==> src/rtl/mips_run_pkg.sv <==
// Shared run-controller types: FSM state encoding and status codes.
// Latency and backpressure: none (types only).
package mips_run_pkg;

  typedef enum logic [1:0] {
    HOLD    = 2'd0,
    RUN     = 2'd1,
    HALTED  = 2'd2,
    TIMEOUT = 2'd3
  } run_state_e;

  localparam logic [1:0] ST_RUN     = 2'b00;
  localparam logic [1:0] ST_HALT    = 2'b01;
  localparam logic [1:0] ST_TIMEOUT = 2'b10;

endpackage

==> src/rtl/sat_counter.sv <==
// Up-counter that sticks at all-ones; synchronous clear has priority over enable.
// Latency: q updates on the edge after en/clr; no backpressure.
module sat_counter #(
  parameter int WIDTH = 32
) (
  input  logic             clk,
  input  logic             reset,
  input  logic             clr,
  input  logic             en,
  output logic [WIDTH-1:0] q
);

  always_ff @(posedge clk or negedge reset) begin
    if (!reset) begin
      q <= '0;
    end else if (clr) begin
      q <= '0;
    end else if (en && (q != '1)) begin
      q <= q + 1'b1;
    end
  end

endmodule

==> src/rtl/mips_run_ctrl.sv <==
// Core reset sequencing, run statistics and end-of-program detection (PC self-loop or cycle budget).
// Latency: all outputs registered, decisions land on the edge sampling the deciding input; no backpressure.
module mips_run_ctrl
  import mips_run_pkg::*;
#(
  parameter int RESET_CYCLES = 10,
  parameter int MAX_CYCLES   = 500,
  parameter int HALT_REPEAT  = 4,
  parameter int HALT_DETECT  = 1,
  parameter int PC_W         = 32,
  parameter int CNT_W        = 32
) (
  input  logic             clk,
  input  logic             reset,
  input  logic [PC_W-1:0]  pc,
  input  logic             pc_valid,
  input  logic             retire,
  output logic             core_rst,
  output logic             done,
  output logic [1:0]       status,
  output logic [CNT_W-1:0] cycles,
  output logic [CNT_W-1:0] retired,
  output logic [PC_W-1:0]  halt_pc
);

  localparam int HW = $clog2(RESET_CYCLES) + 1;
  localparam int RW = $clog2(HALT_REPEAT + 1) + 1;
  localparam logic [HW-1:0]    HOLD_LAST  = HW'(RESET_CYCLES - 1);
  localparam logic [RW-1:0]    REP_TARGET = RW'(HALT_REPEAT);
  localparam logic [CNT_W-1:0] CYC_LAST   = CNT_W'(MAX_CYCLES - 1);

  run_state_e      state;
  logic [HW-1:0]   hold_cnt;
  logic [RW-1:0]   rep_cnt;
  logic [PC_W-1:0] last_pc;
  logic            last_vld;

  logic          in_run;
  logic          same_pc;
  logic [RW-1:0] rep_next;
  logic          halt_hit;
  logic          timeout_hit;

  assign in_run   = (state == RUN);
  assign same_pc  = last_vld && (pc == last_pc);
  assign rep_next = rep_cnt + 1'b1;
  assign halt_hit = (HALT_DETECT != 0) && in_run && pc_valid && same_pc &&
                    (rep_next == REP_TARGET);
  // cycles is about to become MAX_CYCLES on this edge
  assign timeout_hit = in_run && (cycles == CYC_LAST);

  sat_counter #(.WIDTH(CNT_W)) u_cycles (
    .clk   (clk),
    .reset (reset),
    .clr   (state == HOLD),
    .en    (in_run),
    .q     (cycles)
  );

  sat_counter #(.WIDTH(CNT_W)) u_retired (
    .clk   (clk),
    .reset (reset),
    .clr   (state == HOLD),
    .en    (in_run && retire),
    .q     (retired)
  );

  always_ff @(posedge clk or negedge reset) begin
    if (!reset) begin
      state    <= HOLD;
      core_rst <= 1'b1;
      done     <= 1'b0;
      status   <= ST_RUN;
      halt_pc  <= '0;
      hold_cnt <= '0;
      rep_cnt  <= '0;
      last_pc  <= '0;
      last_vld <= 1'b0;
    end else begin
      case (state)
        HOLD: begin
          hold_cnt <= hold_cnt + 1'b1;
          if (hold_cnt == HOLD_LAST) begin
            state    <= RUN;
            core_rst <= 1'b0;
          end
        end
        RUN: begin
          // bubbles leave the self-loop tracker untouched
          if (pc_valid) begin
            if (same_pc) begin
              rep_cnt <= rep_next;
            end else begin
              last_pc  <= pc;
              last_vld <= 1'b1;
              rep_cnt  <= '0;
            end
          end
          if (halt_hit) begin
            state   <= HALTED;
            halt_pc <= pc;
            status  <= ST_HALT;
            done    <= 1'b1;
          end else if (timeout_hit) begin
            state  <= TIMEOUT;
            status <= ST_TIMEOUT;
            done   <= 1'b1;
          end
        end
        HALTED, TIMEOUT: begin
        end
        default: begin
          state <= HOLD;
        end
      endcase
    end
  end

endmodule
==> config.mk <==
export PLATFORM = sky130hd
export DESIGN_NAME = mips_run_ctrl
export DESIGN_NICKNAME = d
export VERILOG_FILES = /design/src/rtl/mips_run_pkg.sv /design/src/rtl/sat_counter.sv /design/src/rtl/mips_run_ctrl.sv
export SDC_FILE = /design/constraint.sdc
export NUM_CORES = 1
export LEC_CHECK = 0
export CAP_MARGIN = 20
export CORE_MARGIN = 8
export CORE_UTILIZATION = 48
export DETAILED_ROUTE_END_ITERATION = 12
export PLACE_DENSITY = 0.89
export SYNTH_ARGS = -nofsm -noshare
export SYNTH_HDL_FRONTEND = slang
export SYNTH_HIERARCHICAL = 1
export SYNTH_SLANG_ARGS = --single-unit
==> constraint.sdc <==
create_clock -name clk -period 2.1 [get_ports clk]
set_input_delay 0.315 -clock clk [delete_from_list [all_inputs] [get_ports clk]]
set_output_delay 0.315 -clock clk [all_outputs]
set_load 0.01 [all_outputs]
==> results of run 1 <==
==> area by class of cell <==
cell class,instances,area (um^2)
fillers,1022,4450
multi-input cells,478,3870
flip-flops and latches,144,3600
repair buffers,244,2260
clock buffers,20,457
well taps,188,235
clock inverters,12,205
inverters,18,67.6
==> worst register-to-register path, cell delays in order, from the launching register on <==
cell and delay (ns):
dfrtp_1 0.40, xnor2_1 0.31, nand4b_1 0.23, nor4_2 0.31, buf_4 0.18, a31oi_4 0.11, buf_12 0.18, mux2_2 0.32
==> layout by cell type, fill, tap and decap left out, drive strengths merged, types with 4 or more instances in the layout <==
master	n
nor3	11
nand3	32
bufinv	5
or4	6
clkbuf	20
nand4	27
nor4	21
nor4b	5
o21ai	12
xnor2	50
mux2	76
nand3b	4
inv	20
clkdlybuf4s50	134
and2	8
a21oi	23
a211oi	10
buf	109
a21o	6
ha	5
nor2b	13
xor2	9
dfrtp	143
and3	16
or3	10
a31o	4
nand2	29
a31oi	5
nand2b	13
nor2	53
o31ai	7
==> repair_timing <==
item / 4_1_cts / 5_1_grt
hold buffers: 1 / 0
setup endpoints to repair: 77 / 85
hold endpoints to repair: 41 / 0
pin swaps: 12 / 12
buffers inserted: 4 / 1
resized for setup: 13 / 28
==> final timing paths <==
| check | endpoint | slack (ns) | cells after the start |
|---|---|---|---|
| worst max-delay path | last_pc[28] | -0.06 | 7 |
| worst min-delay path | u_cycles/q[12] | 0.38 | 2 |
| worst max register to register | last_pc[28] | -0.06 | 7 |
| worst min register to register | done | 0.48 | 1 |
| max in group asynchronous | halt_pc[5] | 1.04 | 3 |
| min in group clk | done | 0.48 | 1 |
==> cells by family (layout without fill, tap and decap cells) <==
| family | count (synthesis) | count (layout) |
|---|---|---|
| buffers and inverters | 38 | 294 |
| and+or+nand+nor | 260 | 260 |
| xor gates and xnor gates | 59 | 59 |
| adders and majority gates | 5 | 5 |
| muxes | 79 | 79 |
| DFF | 144 | 144 |
| AOI/OAI and AO/OA | 75 | 75 |
==> stage by stage <==
step / util, % / instances / area [um^2] / setup WS [ns] / power (uW)
2_1_floorplan: - / 660 / 7440 / 0.0120 / 2860
3_3_place_gp: 64.5 / 1066 / 9780 / -0.331 / 3050
3_5_place_dp: 64.5 / 1066 / 9780 / -0.423 / 3060
4_1_cts: 69.6 / 1103 / 10500 / -0.00610 / 6420
5_1_grt: 70.6 / 1104 / 10700 / -0.0866 / 6560
6_report: 70.6 / 1104 / 10700 / -0.0551 / 6380
==> sequential cells by signal, indices dropped and copies added (netlist names) <==
signal / flops
done: 1
core_rst: 1
hold_cnt: 5
u_cycles/q: 32
last_pc: 32
rep_cnt: 4
state: 2
status: 2
last_vld: 1
halt_pc: 32
u_retired/q: 32
==> metal layers <==
metal / GRT usage (%) / up-vias / wire, um
li1: - / 2879 / -
met1: 25.0 / 3127 / 8860
met2: 37.0 / 218 / 10900
met3: 5.50 / 51 / 1190
met4: 8.91 / 0 / 659
met5: 0 / - / 0
==> power by group through the flow <==
| stage | logic [uW] | clock network [uW] | registers (uW) |
|---|---|---|---|
| after CTS | 242 | 3410 | 2770 |
| after global placement | 227 | 0 | 2830 |
| after global routing | 266 | 3520 | 2770 |
| after floorplan | 38.1 | 0 | 2830 |
| final | 246 | 3360 | 2780 |
| after detailed placement | 234 | 0 | 2830 |
==> metrics.csv, run 1 <==
stage,metric,value,unit
power,p_per_area,596,nW/um^2
logic_synthesis,synth_most_common_cell,dfrtp_1,
logic_synthesis,synth-seq-cells,144,
logic_synthesis,synth_fp_nets,701,
cts,clk_latency,0.42,ns
logic_synthesis,yosys.area.top_type,dfrtp_1,
logic_synthesis,synthMuxAreaShare,13.3,%
setup_path,critical_path.max_fanout,21,
cts,numCtsBuffers,17,
power,p_int,5070,uW
power,p_leak,0.00480,uW
timing,holdWs,0.381,ns
logic_synthesis,synth_compound_area_share,6.90,%
setup_path,worstSetupPathType,reg -> reg,
logic_synthesis,synth_area_leaders,"dfrtp_1, mux2_2, xnor2_1, mux2_4, nor2_1",
setup_path,worstSetupStartpoint,last_pc[12],
floorplanning,core_region_area,15100,um^2
finish,drive_gt1_share,30.7,%
logic_synthesis,synthDistinctLibCells,54,
global_routing,antenna_found_initial,0,
setup_path,cp_data_arrival_time,2.46,ns
logic_synthesis,synthSimpleGateAreaFrac,21.1,%
logic_synthesis,synth_top_flop_cell,dfrtp_1,
setup_path,cp_num_buf_inv,2,
global_routing,grtUsageTotal,21.5,%
power,seq_power_share,43.5,%
placed_design,dp_hpwl,14900,um
drt,vias,6275,
logic_synthesis,synthXorXnorAreaFrac,6.96,%
finish,area_delta_synth_final,44.0,%
logic_synthesis,synth_common_cells,"dfrtp_1, nor2_1, xnor2_1",
setup_path,worstPathRequired,2.40,ns
drt,wirelength,21600,um
setup_path,endpoint_kind,register,
placed_design,port_buffers,135,
timing,setup_ws,-0.0551,ns
global_routing,grt_max_degree,63,
logic_synthesis,avgSynthCellArea,11.3,um^2
timing,finClkSkew,0.00964,ns
cts,cts.clk_slew.worst_paths,0.06,ns
cts,clock-root-buffer,clkbuf_16,
timing,setup_viol,26,
timing,fmax,464,MHz
timing,tns,-0.616,ns
drt,route.detailed.drc,0,
status,status,"complete, but fails checks",
power,peakVddDrop,0.000579,V
placed_design,gp_congestion,0.854,
drt,ant_nets,0,
power,pwr-share-comb,3.9,%
floorplanning,die_h,140,um
logic_synthesis,ys_seq_area_share,48.5,%
floorplanning,chipWidth,140,um
timing,slew_violations,0,
timing,hold_viol,0,
run,cap_violations,0,
cts,cts_max_level,4,
setup_path,reg2reg_from,last_pc[12],
setup_path,cpPeakStageDelay,0.40,ns
floorplanning,row_count,45,
worst_hold_path,hp-class,in -> async,
logic_synthesis,synthAdderAreaFrac,0.842,%
floorplanning,initial_core_util,49.1,%
global_routing,grt.overflow.total,0,
global_routing,grt_first_pass_wirelength,33800,um
logic_synthesis,synthArstFlopShare,100,%
setup_path,path_delay_family,simple AND/OR/NAND/NOR gates,
setup_path,crit_slowest_cell,dfrtp_1,
cts,cts_tree,built,
drt,firstDrtPassIters,5,
timing,relSlewSlack,62.9,%
global_routing,grt_pass1_vias,6453,
power,p_sw_share,20.5,%
timing,period_needed,2.16,ns
logic_synthesis,syn_area,7430,um^2
timing,worstMarginPinSlew,0.552,ns
setup_path,crit_chain,xnor2_1 > nand4b_1 > nor4_2 > buf_4 > a31oi_4 > buf_12 > mux2_2,
logic_synthesis,synth_top_family_by_area,simple AND/OR/NAND/NOR gates,
drt,wl_per_cell,19.5,um
cts,cts_buffer_depth,2,
status,violations,negative setup slack,
power,p_sw,1310,uW
drt,routed_via_density,5.68,
setup_path,cp-start-kind,register,
timing,grt_setup_unrepaired,true,
logic_synthesis,yosysWarnings,6,
drt,drt_iter0_drc,453,
cts,cts_sinks,144,
logic_synthesis,synth_top_area_share,48.2,%
timing,period_share,103,%
logic_synthesis,synth_cells,660,
logic_synthesis,synth-edff-count,0,
finish,nets,944,
power,clkPwrFrac,52.7,%
finish,num_antenna_cells,0,
floorplanning,io_pins,136,
floorplanning,die-area,19700,um^2
Power figures use the tool's default switching activity.
==> inputs of run 2 (changes only) <==
--- a/config.mk
+++ b/config.mk
@@ -6,7 +6,6 @@
 export NUM_CORES = 1
 export LEC_CHECK = 0
 export CAP_MARGIN = 20
-export CORE_MARGIN = 8
 export CORE_UTILIZATION = 48
 export DETAILED_ROUTE_END_ITERATION = 12
 export PLACE_DENSITY = 0.89
==> metrics.csv, run 2 (synthesis results as in run 1) <==
stage,metric,value,unit
setup_path,cpPeakStageDelay,0.37,ns
floorplanning,row_count,45,
global_routing,antenna_found_initial,0,
cts,clk_latency,0.42,ns
timing,fmax,478,MHz
timing,hold_viol,0,
finish,seq_area,3600,um^2
finish,layout_common_cells,"dfrtp_1, clkdlybuf4s50_1, buf_4",
setup_path,reg2reg_from,state[1],
setup_path,crit_slowest_cell,dfrtp_1,
drt,wl_per_cell,18.0,um
finish,nets,944,
worst_hold_path,hp-class,in -> reg,
finish,fill_cells,1039,
finish,num_antenna_cells,0,
power,peakVddDrop,0.000579,V
finish,area_delta_synth_final,43.0,%
setup_path,endpoint_kind,register,
status,status,"complete, no violations",
drt,wirelength,19800,um
cts,cts_tree,built,
timing,relSlewSlack,59.9,%
floorplanning,io_pins,136,
placed_design,port_buffers,135,
timing,period_needed,2.09,ns
floorplanning,die-area,16000,um^2
drt,vias,6185,
global_routing,grt.overflow.total,0,
setup_path,r2r_setup_slack,0.007,ns
timing,worstMarginPinSlew,0.596,ns
worst_hold_path,min-delay-start,pc[4],
placed_design,dp_hpwl,13800,um
setup_path,worstSetupPathType,reg -> reg,
cts,clock-root-buffer,clkbuf_16,
finish,final_common_cell,dfrtp_1,
setup_path,timing.rr.end,u_cycles/q[31],
global_routing,grt_first_pass_wirelength,31800,um
setup_path,critical_path.max_fanout,7,
timing,grt_setup_unrepaired,true,
cts,cts_max_level,4,
worst_hold_path,worst_hold_path.endpoint,halt_pc[4],
timing,setup_ws,0.00723,ns
drt,ant_nets,0,
finish,multiInputGateArea,3850,um^2
cts,numCtsBuffers,17,
placed_design,gp_congestion,0.877,
cts,cts_buffer_depth,2,
floorplanning,die_h,126,um
worst_hold_path,hold_path_depth,2,
timing,slew_violations,0,
run,cap_violations,0,
floorplanning,initial_core_util,49.1,%
finish,drive_gt1_share,29.9,%
cts,cts_sinks,144,
power,p_leak,0.00483,uW
global_routing,grt_pass1_vias,6340,
floorplanning,chipWidth,126,um
placed_design,dp_slack,-0.546,ns
timing,period_share,99.7,%
drt,route.detailed.drc,0,
cts,cts.clk_slew.worst_paths,0.06,ns
power,p_per_area,565,nW/um^2
floorplanning,core_region_area,15100,um^2
finish,utilization,70.1,%
timing,setup_viol,0,
power,finalPower,6000,uW
global_routing,grt_max_degree,43,
global_routing,grtUsageTotal,25.6,%
setup_path,worstPathRequired,2.40,ns
drt,routed_via_density,5.61,
drt,firstDrtPassIters,4,
setup_path,cp-start-kind,register,
drt,drt_iter0_drc,375,
setup_path,crit_chain,and2b_2 > buf_6 > and3_4 > nand4_1 > a21o_4 > nor4_1 > mux2_2,
setup_path,cp_data_arrival_time,2.39,ns
timing,finClkSkew,0.00945,ns
setup_path,reg2reg_depth,7,
## run 2: changes by cell type in the layout (fill, tap and decap cells not counted), sizes merged, moves of 2 or more
cell	previous run	this run
bufinv	5	2
clkbuf	20	18
clkdlybuf4s50	134	132
clkinv	3	6
clkinvlp	2	4
dlymetal6s2s	0	2
## run 2: critical path, delay by kind of cell, from the launching register on
family          cells  cell delay [ns]
flops               1             0.37
compound gates      1             0.25
simple gates        4             0.90
buf+inv             1             0.10
mux                 1             0.37
## run 2: area by class of cell
cell class              count  area share [%]
flip-flops and latches    144            33.9
inverters                  18           0.636
clock buffers              18            4.13
multi-input cells         478            36.3
clock inverters            13            1.32
well taps                 188            2.21
repair buffers            244            21.5
## run 2: worst max path at each step
stage,end,start,cells past startpoint,slack [ns]
6_report,u_cycles/q[31],state[1],7,0.007
5_1_grt,halt_pc[24],last_pc[8],7,-0.07
4_1_cts,u_cycles/q[15],state[1],9,-0.01
3_5_place_dp,last_pc[11],pc[28],8,-0.55
3_3_place_gp,halt_pc[24],pc[20],7,-0.27
2_1_floorplan,u_retired/q[31],state[1],8,0.01
## run 2: what timing repair did
action | CTS | global route
pin swaps | 9 | 20
buffers inserted | 3 | 5
endpoints found under the setup margin | 76 | 87
gates resized for setup | 8 | 31
hold buffers | 1 | 0
endpoints found under the hold margin | 34 | 0
## run 2: report_power, final
part	total (uW)	switching, uW	leakage (uW)	internal (uW)
combinational	247	128	0.00259	119
clock	2980	1200	0.000274	1770
sequential	2770	0	0.00196	2770
total	6000	1330	0.00483	4670
## run 2: layer usage
metal	wire length [um]	GRT usage (%)	up-vias	share of wire, %
li1	-	-	2880	-
met1	8090	30.8	3050	41
met2	9900	42.8	186	50
met3	1040	6.79	69	5.2
met4	813	12.4	0	4.1
met5	0	0	-	0
## run 2: through the flow
stage | setup TNS, ns | hold WS (ns) | std cells | instance area [um^2]
after CTS | -0.0359 | 0.371 | 1099 | 10400
after detailed placement | -34.77 | 0.249 | 1064 | 9770
final | 0 | 0.289 | 1103 | 10600
after floorplan | 0 | 0.0194 | 660 | 7440
after global placement | -20.03 | 0.247 | 1064 | 9770
after global routing | -1.61 | 0.304 | 1103 | 10600
